### config.mk
export PLATFORM = sky130hd
export DESIGN_NAME = sdr_reply_send
export DESIGN_NICKNAME = d
export VERILOG_FILES = /design/src/rtl/sdr_reply_send.sv
export SDC_FILE = /design/constraint.sdc
export NUM_CORES = 1
export LEC_CHECK = 0
export CAP_MARGIN = 0
export CORE_AREA = 4 4 117 119
export DETAILED_ROUTE_END_ITERATION = 6
export DIE_AREA = 0 0 121 123
export PLACE_DENSITY = 0.75
export SLEW_MARGIN = 20
export SYNTH_ARGS = -nofsm -noshare
export SYNTH_HDL_FRONTEND = slang
export SYNTH_SLANG_ARGS = --single-unit
### constraint.sdc
create_clock -name rx_clock -period 4.03 [get_ports rx_clock]
set_input_delay 1.209 -clock rx_clock [delete_from_list [all_inputs] [get_ports rx_clock]]
set_output_delay 1.209 -clock rx_clock [all_outputs]
set_load 0.1 [all_outputs]
### src/rtl/sdr_reply_send.sv
// -----------------------------------------------------------------------------
// sdr_reply_send
//
// Builds the fixed-length UDP reply payload for the port-1024 command parser.
// Level-held requests from the parser (erase_done > send_more > discovery_reply)
// are taken in IDLE and acknowledged with a one-cycle pulse. The block then
// arbitrates for the UDP transmit path and streams the payload one byte per
// accepted cycle.
//
// Optional feature macro: SDR_REPLY_STATUS_EN
//   When defined, adds input busy_status[7:0]. A discovery reply then reports
//   type 0x03 ("board in use") whenever busy_status != 0, and byte 13 carries
//   busy_status. When undefined, byte 4 is the plain type and byte 13 is 0x00.
//
// Ports
//   rx_clock, reset_n        clock (rising edge), asynchronous active-low reset
//   discovery_reply          level request, held until discovery_ACK
//   erase_done               level request, held until erase_ACK_out
//   send_more                level request, held until send_more_ACK
//   sequence_number[31:0]    captured with the request
//   local_mac[47:0]          captured with the request
//   board_id, code_version   sent live in bytes 12 and 11
//   udp_tx_grant             transmit path granted; dropping it mid-SEND aborts
//   udp_tx_ready             sink accepts the presented byte this cycle
//   udp_tx_request           request for the transmit path
//   udp_tx_data/valid/last   payload byte stream
//   discovery_ACK, send_more_ACK, erase_ACK_out   one-cycle request pulses
//   sending_sync             high from capture until last byte accepted/abort
//   timeout_flag             sticky grant-timeout indicator (reset clears it)
//   fsm_state[1:0]           debug view of the FSM (0 IDLE,1 REQ,2 SEND,3 GAP)
//
// Byte handshake: a byte transfers on a rising edge where udp_tx_valid and
// udp_tx_ready are both 1. While valid is high and ready is low, udp_tx_data
// and udp_tx_last hold their values. valid never depends on ready.
// -----------------------------------------------------------------------------
module sdr_reply_send #(
  parameter int PAYLOAD_LEN   = 60,
  parameter int GRANT_TIMEOUT = 1024
) (
  input  logic        rx_clock,
  input  logic        reset_n,
  input  logic        discovery_reply,
  input  logic        erase_done,
  input  logic        send_more,
  input  logic [31:0] sequence_number,
  input  logic [47:0] local_mac,
  input  logic [7:0]  board_id,
  input  logic [7:0]  code_version,
`ifdef SDR_REPLY_STATUS_EN
  input  logic [7:0]  busy_status,
`endif
  input  logic        udp_tx_grant,
  input  logic        udp_tx_ready,
  output logic        udp_tx_request,
  output logic [7:0]  udp_tx_data,
  output logic        udp_tx_valid,
  output logic        udp_tx_last,
  output logic        discovery_ACK,
  output logic        send_more_ACK,
  output logic        erase_ACK_out,
  output logic        sending_sync,
  output logic        timeout_flag,
  output logic [1:0]  fsm_state
);

  typedef enum logic [1:0] {
    ST_IDLE = 2'd0,
    ST_REQ  = 2'd1,
    ST_SEND = 2'd2,
    ST_GAP  = 2'd3
  } state_t;

  localparam int              TW       = $clog2(GRANT_TIMEOUT + 1);
  localparam logic [7:0]      LAST_IDX = 8'(PAYLOAD_LEN - 1);
  localparam logic [TW-1:0]   TO_LAST  = TW'(GRANT_TIMEOUT - 1);

  state_t        state, state_nxt;
  logic [7:0]    cnt, cnt_nxt;
  logic [TW-1:0] tcnt, tcnt_nxt;
  logic [31:0]   seq_q, seq_nxt;
  logic [47:0]   mac_q, mac_nxt;
  logic [7:0]    type_q, type_nxt;
  logic [2:0]    ack_q, ack_nxt;       // {erase, send_more, discovery}
  logic          timeout_q, timeout_nxt;
  logic          any_req;
  logic [7:0]    type_byte;
  logic [7:0]    status_byte;
  logic [7:0]    tx_byte;

  assign any_req = erase_done | send_more | discovery_reply;

  // State and datapath registers
  always_ff @(posedge rx_clock or negedge reset_n) begin
    if (!reset_n) begin
      state     <= ST_IDLE;
      cnt       <= 8'd0;
      tcnt      <= '0;
      seq_q     <= 32'd0;
      mac_q     <= 48'd0;
      type_q    <= 8'd0;
      ack_q     <= 3'b000;
      timeout_q <= 1'b0;
    end else begin
      state     <= state_nxt;
      cnt       <= cnt_nxt;
      tcnt      <= tcnt_nxt;
      seq_q     <= seq_nxt;
      mac_q     <= mac_nxt;
      type_q    <= type_nxt;
      ack_q     <= ack_nxt;
      timeout_q <= timeout_nxt;
    end
  end

  // Next-state logic
  always_comb begin
    state_nxt   = state;
    cnt_nxt     = cnt;
    tcnt_nxt    = tcnt;
    seq_nxt     = seq_q;
    mac_nxt     = mac_q;
    type_nxt    = type_q;
    ack_nxt     = 3'b000;
    timeout_nxt = timeout_q;
    case (state)
      ST_IDLE: begin
        if (any_req) begin
          seq_nxt   = sequence_number;
          mac_nxt   = local_mac;
          tcnt_nxt  = '0;
          state_nxt = ST_REQ;
          if (erase_done) begin
            type_nxt = 8'd3;
            ack_nxt  = 3'b100;
          end else if (send_more) begin
            type_nxt = 8'd4;
            ack_nxt  = 3'b010;
          end else begin
            type_nxt = 8'd2;
            ack_nxt  = 3'b001;
          end
        end
      end
      ST_REQ: begin
        if (udp_tx_grant) begin
          cnt_nxt   = 8'd0;
          state_nxt = ST_SEND;
        end else if (tcnt == TO_LAST) begin
          timeout_nxt = 1'b1;
          state_nxt   = ST_GAP;
        end else begin
          tcnt_nxt = tcnt + 1'b1;
        end
      end
      ST_SEND: begin
        // Losing the grant wins over a simultaneous byte acceptance.
        if (!udp_tx_grant) begin
          state_nxt = ST_GAP;
        end else if (udp_tx_ready) begin
          if (cnt == LAST_IDX) begin
            state_nxt = ST_GAP;
          end else begin
            cnt_nxt = cnt + 8'd1;
          end
        end
      end
      ST_GAP: begin
        state_nxt = ST_IDLE;
      end
      default: begin
        state_nxt = ST_IDLE;
      end
    endcase
  end

`ifdef SDR_REPLY_STATUS_EN
  assign type_byte   = (type_q == 8'd2 && busy_status != 8'd0) ? 8'h03 : type_q;
  assign status_byte = busy_status;
`else
  assign type_byte   = type_q;
  assign status_byte = 8'h00;
`endif

  // Payload byte map indexed by the byte counter
  always_comb begin
    tx_byte = 8'h00;
    case (cnt)
      8'd0:    tx_byte = seq_q[31:24];
      8'd1:    tx_byte = seq_q[23:16];
      8'd2:    tx_byte = seq_q[15:8];
      8'd3:    tx_byte = seq_q[7:0];
      8'd4:    tx_byte = type_byte;
      8'd5:    tx_byte = mac_q[47:40];
      8'd6:    tx_byte = mac_q[39:32];
      8'd7:    tx_byte = mac_q[31:24];
      8'd8:    tx_byte = mac_q[23:16];
      8'd9:    tx_byte = mac_q[15:8];
      8'd10:   tx_byte = mac_q[7:0];
      8'd11:   tx_byte = code_version;
      8'd12:   tx_byte = board_id;
      8'd13:   tx_byte = status_byte;
      default: tx_byte = 8'h00;
    endcase
  end

  // Outputs decode from registered state so reset clears them at once.
  assign udp_tx_request = (state == ST_REQ) || (state == ST_SEND);
  assign sending_sync   = (state == ST_REQ) || (state == ST_SEND);
  assign udp_tx_valid   = (state == ST_SEND);
  assign udp_tx_last    = (state == ST_SEND) && (cnt == LAST_IDX);
  assign udp_tx_data    = (state == ST_SEND) ? tx_byte : 8'h00;
  assign erase_ACK_out  = ack_q[2];
  assign send_more_ACK  = ack_q[1];
  assign discovery_ACK  = ack_q[0];
  assign timeout_flag   = timeout_q;
  assign fsm_state      = state;

endmodule

==> flow_summary_export.csv, run 1 <==
group,metric,value,unit
yosys,synthCells,653,
worst_setup_path,worstRegToRegCells,6,
placement,gp_congestion,0.9263,
cts,path_clk_slew,70,ps
drt,wl,16.73,mm
timing,finalSetupViolations,0,
floorplan,core,12570,sq um
timing,setup_slack,78.99,ps
layout,diodes,0,
power_and_ir_drop,finalPower,5.682,mW
yosys,synth_flop_cell,"dfrtp_1",
timing,slew_violations,0,
cts,clk_latency,350,ps
run_status,status,"complete, no violations",
drt,vias_per_cell,5.581,
floorplan,rows,41,
worst_setup_path,worstSetupStartpointType,"flop",
drt,wl_per_cell,17.83,microns
cts,cts-hold-fix-buffers,0,
cts,cts_setup_buffers,0,
power_and_ir_drop,ir_worst_vdd,505.5,uV
floorplan,die_w,121,microns
floorplan,initial_core_util,44.22,%
yosys,ys_types,65,
timing,skew,4.690,ps
global_routing,grtUsageMet1,29.66,%
yosys,syn_nets,764,
cts,cts_max_level,3,
hold_path,hold_end,"mac_q[16]$_DFFE_PN0P_",
global_routing,busiest_layer,"met2",
yosys,syn_area_per_cell,8.511,sq um
yosys,synth.cell_area,5558,sq um
yosys,ys_ff_latch,108,
global_routing,grtUsageMet2,37.34,%
worst_setup_path,cp.required,2820,ps
global_routing,overflow,0,
global_routing,antenna_found_initial,0,
power_and_ir_drop,power.leakage,3.374,nW
placement,io_buffer_count,120,
cts,root_buffer,"clkbuf_16",
layout,num-fill-cells,1072,
layout,synthToLayoutAreaGrowth,34.40,%
cts,clockBufferDepth,2,
timing,fin_setup_tns,0,ps
drt,drt_iter0_markers,422,
drt,dr.pass1.iters,5,
drt,ant_nets,0,
cts,cts_tree,"done",
worst_setup_path,r2r_start,"fsm_state[0]$_DFFE_PN0P_",
global_routing,grt_pass1_wl,26.75,mm
worst_setup_path,r2r_setup_slack,1740,ps
global_routing,grt_use_total,23.15,%
layout,final_cell_mix,"nand2_1 (272), dfrtp_1 (107), clkdlybuf4s50_1 (105)",
yosys,synth-async-reset-ratio,100.0,%
timing,timing.fmax,0.2531,GHz
layout,nets,873,
hold_path,whs_path_depth,2,
worst_setup_path,cp_max_fo,13,
timing,slew_headroom,35.09,%
worst_setup_path,path_class,"reg2out",
power_and_ir_drop,powerDensity,760.7,nW/um^2
drt,vias,5235,
worst_setup_path,crit_start,"cnt[1]$_DFFE_PN0P_",
global_routing,grt_pass1_vias,5272,
layout,drive_gt1_share,10.18,%
cts,clock-sinks,108,
cts,cts_made_buffers,9,
yosys,yosysSeqAreaShare,48.63,%
yosys,synth_warnings,0,
hold_path,hp-class,"reg2reg",
cts,cts-resized-gates,1,
hold_path,hp-start,"mac_q[16]$_DFFE_PN0P_",
global_routing,met3_usage,5.306,%
worst_setup_path,arrival,2740,ps
floorplan,die-area,14880,sq um
worst_setup_path,worstReg2RegEnd,"fsm_state[1]$_DFFE_PN0P_",
floorplan,fp.dieH,123,microns
placement,dpl.hpwl,12.22,mm
yosys,synth-edff-count,0,
drt,drcViolationCount,0,
worst_setup_path,cp-end-kind,"output pin",
flow_run,drv_cap,0,
timing,tightestPinTransition,970.6,ps
timing,fin_crit_sh,98.04,%
placement,place_ws,101.0,ps
timing,final_hold_viol_count,0,
timing,fin_crit,3951,ps
layout,final_core_util,59.43,%
floorplan,pin_count,121,
layout,final_common_cell,"nand2_1",
global_routing,grt_start_max_net_pins,83,
[cells by family after synthesis]
group	Yosys count	share of synthesized area [%]
AO/OA/AOI/OAI	115	15.22
adder cells (fa/ha/maj)	8	1.801
buffers and inverters	54	4.097
flip-flops	108	48.63
multiplexers	20	3.669
AND/OR/NAND/NOR	348	26.59
[metrics by stage]
| stage | area, sq um | hold slack [ps] | cells |
|---|---|---|---|
| 2_1_floorplan | 5672 | 437.9 | 653 |
| 3_3_place_gp | 7146 | 457.2 | 923 |
| 3_5_place_dp | 7148 | 462.1 | 923 |
| 4_1_cts | 7467 | 479.1 | 938 |
| 5_1_grt | 7470 | 495.7 | 938 |
| 6_report | 7470 | 476.5 | 938 |
[cells in the mapped netlist (4+ instances only)]
cell type,instances,area share (%)
inv_1,13,0.88
nand2_1,272,18
nor2_1,23,1.6
a31oi_1,10,1.1
ha_1,8,1.8
mux2i_1,17,3.1
buf_2,11,0.99
nand3_1,11,0.99
and4_1,4,0.63
nor3_1,5,0.45
a21oi_1,17,1.5
and2_1,5,0.56
clkbuf_1,28,1.9
o21ai_1,4,0.36
dfrtp_1,108,49
a22o_1,15,2.4
nor2b_1,4,0.45
a22oi_1,11,1.5
o21ai_0,17,1.5
[sequential cells by signal (all words and copies together), names as in the netlist]
signal        cells
cnt               8
ack_q             3
type_byte         3
tcnt             11
fsm_state         2
timeout_flag      1
mac_q            48
seq_q            32
[worst max-delay path: stages (launching register included)]
cell and delay, ps:
dfrtp_1 460, inv_1 170, ha_2 450, and2_0 370
nand2_1 90, a311o_1 410, a31oi_4 240, buf_12 200
[metal layers]
metal | vias to the layer above | share of wire, %
met4 | 0 | 3.6
met2 | 225 | 48
met5 | - | 0
met1 | 2532 | 41
met3 | 42 | 7.5
li1 | 2436 | -
[cell type report]
| class | instances | area [sq um] | area share, % |
|---|---|---|---|
| multi-input combinational | 491 | 2766 | 37.04 |
| tap | 172 | 215.2 | 2.881 |
| timing repair buffer | 139 | 1419 | 18.99 |
| sequential | 108 | 2704 | 36.20 |
| inverter | 13 | 48.80 | 0.6533 |
| clock inverter | 4 | 73.82 | 0.9883 |
| clock buffer | 11 | 242.7 | 3.250 |
[report_power, final]
part / leakage [nW] / internal (mW) / total (mW) / switching, mW
registers: 1.36 / 1.55 / 1.88 / 0.327
clock network: 0.156 / 0.559 / 0.947 / 0.389
logic: 1.86 / 0.979 / 2.85 / 1.87
[worst max path at each step]
stage,cells after the start,endpoint
after floorplan,5,udp_tx_data[0]
after global placement,7,udp_tx_data[1]
after detailed placement,7,udp_tx_data[1]
after CTS,7,udp_tx_data[0]
after global routing,9,udp_tx_data[6]
final,7,udp_tx_data[0]
(Power assumes the default switching activity.)
==> inputs of run 2 (changes only) <==
--- a/config.mk
+++ b/config.mk
@@ -6,10 +6,10 @@
 export NUM_CORES = 1
 export LEC_CHECK = 0
 export CAP_MARGIN = 0
-export CORE_AREA = 4 4 117 119
+export CORE_AREA = 4 4 138 100
 export DETAILED_ROUTE_END_ITERATION = 6
-export DIE_AREA = 0 0 121 123
-export PLACE_DENSITY = 0.75
+export DIE_AREA = 0 0 142 104
+export PLACE_DENSITY = 0.76
 export SLEW_MARGIN = 20
 export SYNTH_ARGS = -nofsm -noshare
 export SYNTH_HDL_FRONTEND = slang
==> flow_summary_export.csv, run 2 (synthesized netlist as in run 1, its figures left out) <==
group,metric,value,unit
timing,timing.fmax,0.2523,GHz
worst_setup_path,slowest_stage,"clkdlybuf4s50_1",
placement,place_ws,69.43,ps
power_and_ir_drop,power.leakage,3.366,nW
cts,clockBufferDepth,2,
worst_setup_path,arrival,2750,ps
global_routing,grt_use_total,22.69,%
drt,vias,5221,
timing,fin_setup_tns,0,ps
power_and_ir_drop,ir_worst_vdd,852.5,uV
power_and_ir_drop,finalPower,5.572,mW
timing,slew_headroom,35.16,%
layout,synthToLayoutAreaGrowth,33.79,%
flow_run,drv_cap,0,
worst_setup_path,worstReg2RegEnd,"tcnt[1]$_DFFE_PN0P_",
floorplan,rows,34,
cts,cts_setup_buffers,0,
global_routing,overflow,0,
drt,vias_per_cell,5.608,
cts,path_clk_slew,70,ps
power_and_ir_drop,switching_share,46.73,%
worst_setup_path,cp_cell_sequence,"clkdlybuf4s50_1 -> mux2_2 -> a22o_1 -> a221oi_1 -> buf_4 -> a21oi_4 -> buf_12",
global_routing,grt_pass1_wl,26.83,mm
drt,wl_per_cell,18.24,microns
cts,cts_max_level,3,
cts,clock-sinks,108,
cts,clk_latency,350,ps
layout,multi_input_comb_area,2761,sq um
worst_setup_path,path_class,"in2out",
power_and_ir_drop,switching_power,2.604,mW
layout,seqCellArea,2704,sq um
hold_path,hp-start,"mac_q[43]$_DFFE_PN0P_",
worst_setup_path,r2r_setup_slack,1710,ps
power_and_ir_drop,p_comb_share,51.6,%
worst_setup_path,worst-path-buf-inv,3,
hold_path,hold_end,"mac_q[43]$_DFFE_PN0P_",
drt,dr.pass1.iters,5,
drt,wl,16.98,mm
run_status,status,"complete, no violations",
layout,fin_area,7436,sq um
worst_setup_path,crit_family,"buffers and inverters",
floorplan,core,12380,sq um
layout,nets,877,
layout,drive_gt1_share,10.27,%
power_and_ir_drop,powerDensity,749.3,nW/um^2
layout,reg_top3,"mac_q x48, seq_q x32, tcnt x11",
floorplan,pin_count,121,
timing,setup_slack,66.04,ps
hold_path,hp-class,"reg2reg",
timing,skew,9.760,ps
worst_setup_path,r2r_start,"fsm_state[1]$_DFFE_PN0P_",
power_and_ir_drop,pwr-share-seq,34.0,%
layout,diodes,0,
placement,dpl.hpwl,12.27,mm
placement,gp_congestion,0.8629,
worst_setup_path,cp_max_fo,1,
worst_setup_path,worstSetupStartpointType,"input port",
cts,cts_tree,"done",
layout,final_cell_mix,"nand2_1 (272), dfrtp_1 (107), clkdlybuf4s50_1 (105)",
layout,largest_reg_flops,48,
timing,fin_crit,3964,ps
timing,fin_crit_sh,98.36,%
floorplan,die_w,142,microns
placement,dp.cells,917,
placement,io_buffer_count,120,
worst_setup_path,worstRegToRegCells,7,
global_routing,grt_pass1_vias,5173,
worst_setup_path,cp-end-kind,"output pin",
power_and_ir_drop,power.internal,2.968,mW
floorplan,die-area,14770,sq um
drt,drt_iter0_markers,496,
floorplan,initial_core_util,44.90,%
worst_setup_path,cpPeakStageDelay,410,ps
timing,finalSetupViolations,0,
cts,cts_made_buffers,9,
layout,final_core_util,60.07,%
drt,ant_nets,0,
timing,hold-worst-slack,479.9,ps
timing,tightestPinTransition,969.6,ps
layout,largest_register,"mac_q",
power_and_ir_drop,power_frac_clock,14.4,%
hold_path,whs_path_depth,2,
layout,final_common_cell,"nand2_1",
global_routing,grt_start_max_net_pins,83,
timing,rsz0062_at_grt,"no",
placement,placedInstanceArea,7176,sq um
floorplan,fp.dieH,104,microns
drt,drcViolationCount,0,
timing,final_hold_viol_count,0,
cts,root_buffer,"clkbuf_16",
worst_setup_path,cp.required,2820,ps
global_routing,antenna_found_initial,0,
timing,slew_violations,0,
layout,num-fill-cells,1026,
layout,fin_cells,931,
[run 2: cell types whose count changed in the layout (fill, tap and decap cells not counted), sizes merged]
cell      change
buf           +4
clkinvlp      +2
clkbuf        -1
bufinv        -2
[run 2: worst max path at each step]
stage                             startpoint  slack [ps]  cells after the start        endpoint
floorplan           fsm_state[0]$_DFFE_PN0P_           7                      5  udp_tx_data[0]
global placement             code_version[1]          80                      8  udp_tx_data[1]
detailed placement               board_id[4]          70                      7  udp_tx_data[4]
CTS                              board_id[4]          60                      7  udp_tx_data[4]
global route                     board_id[4]          10                      7  udp_tx_data[4]
finish                           board_id[4]          70                      7  udp_tx_data[4]
[run 2: metal layers]
metal	vias to the layer above	track usage [%]	routed length, microns
met5	-	0	0
met4	0	5.616	260
met3	26	6.801	1518
met2	244	34.28	7722
met1	2506	31.98	7483
li1	2445	-	-
[run 2: final cells by class]
class / instances / area share [%]
clock buffers: 10 / 3.079
clock inverters: 4 / 0.3870
inverters: 13 / 0.6562
multi-input cells: 491 / 37.14
flip-flops and latches: 108 / 36.36
well taps: 162 / 2.726
repair buffers: 143 / 19.65
[run 2: power groups by stage]
stage               registers, mW  logic [mW]  clock network, mW
global route                 1.94        3.13              0.850
detailed placement           1.90        2.85                  0
finish                       1.89        2.88              0.801
CTS                          1.89        2.87              0.809
global placement             1.88        2.78                  0
floorplan                    1.89        1.93                  0
[run 2: what timing repair did]
action                                 in CTS  in global routing
gates resized for setup                     0                  2
hold buffers                                0                  0
setup endpoints to repair                   0                  2
endpoints found under the hold margin       0                  0
[run 2: tightest hold or removal path: stages, from the launching register on]
cell and delay, ps:
dfrtp_1 350, nand2_1 50, nand2_1 50
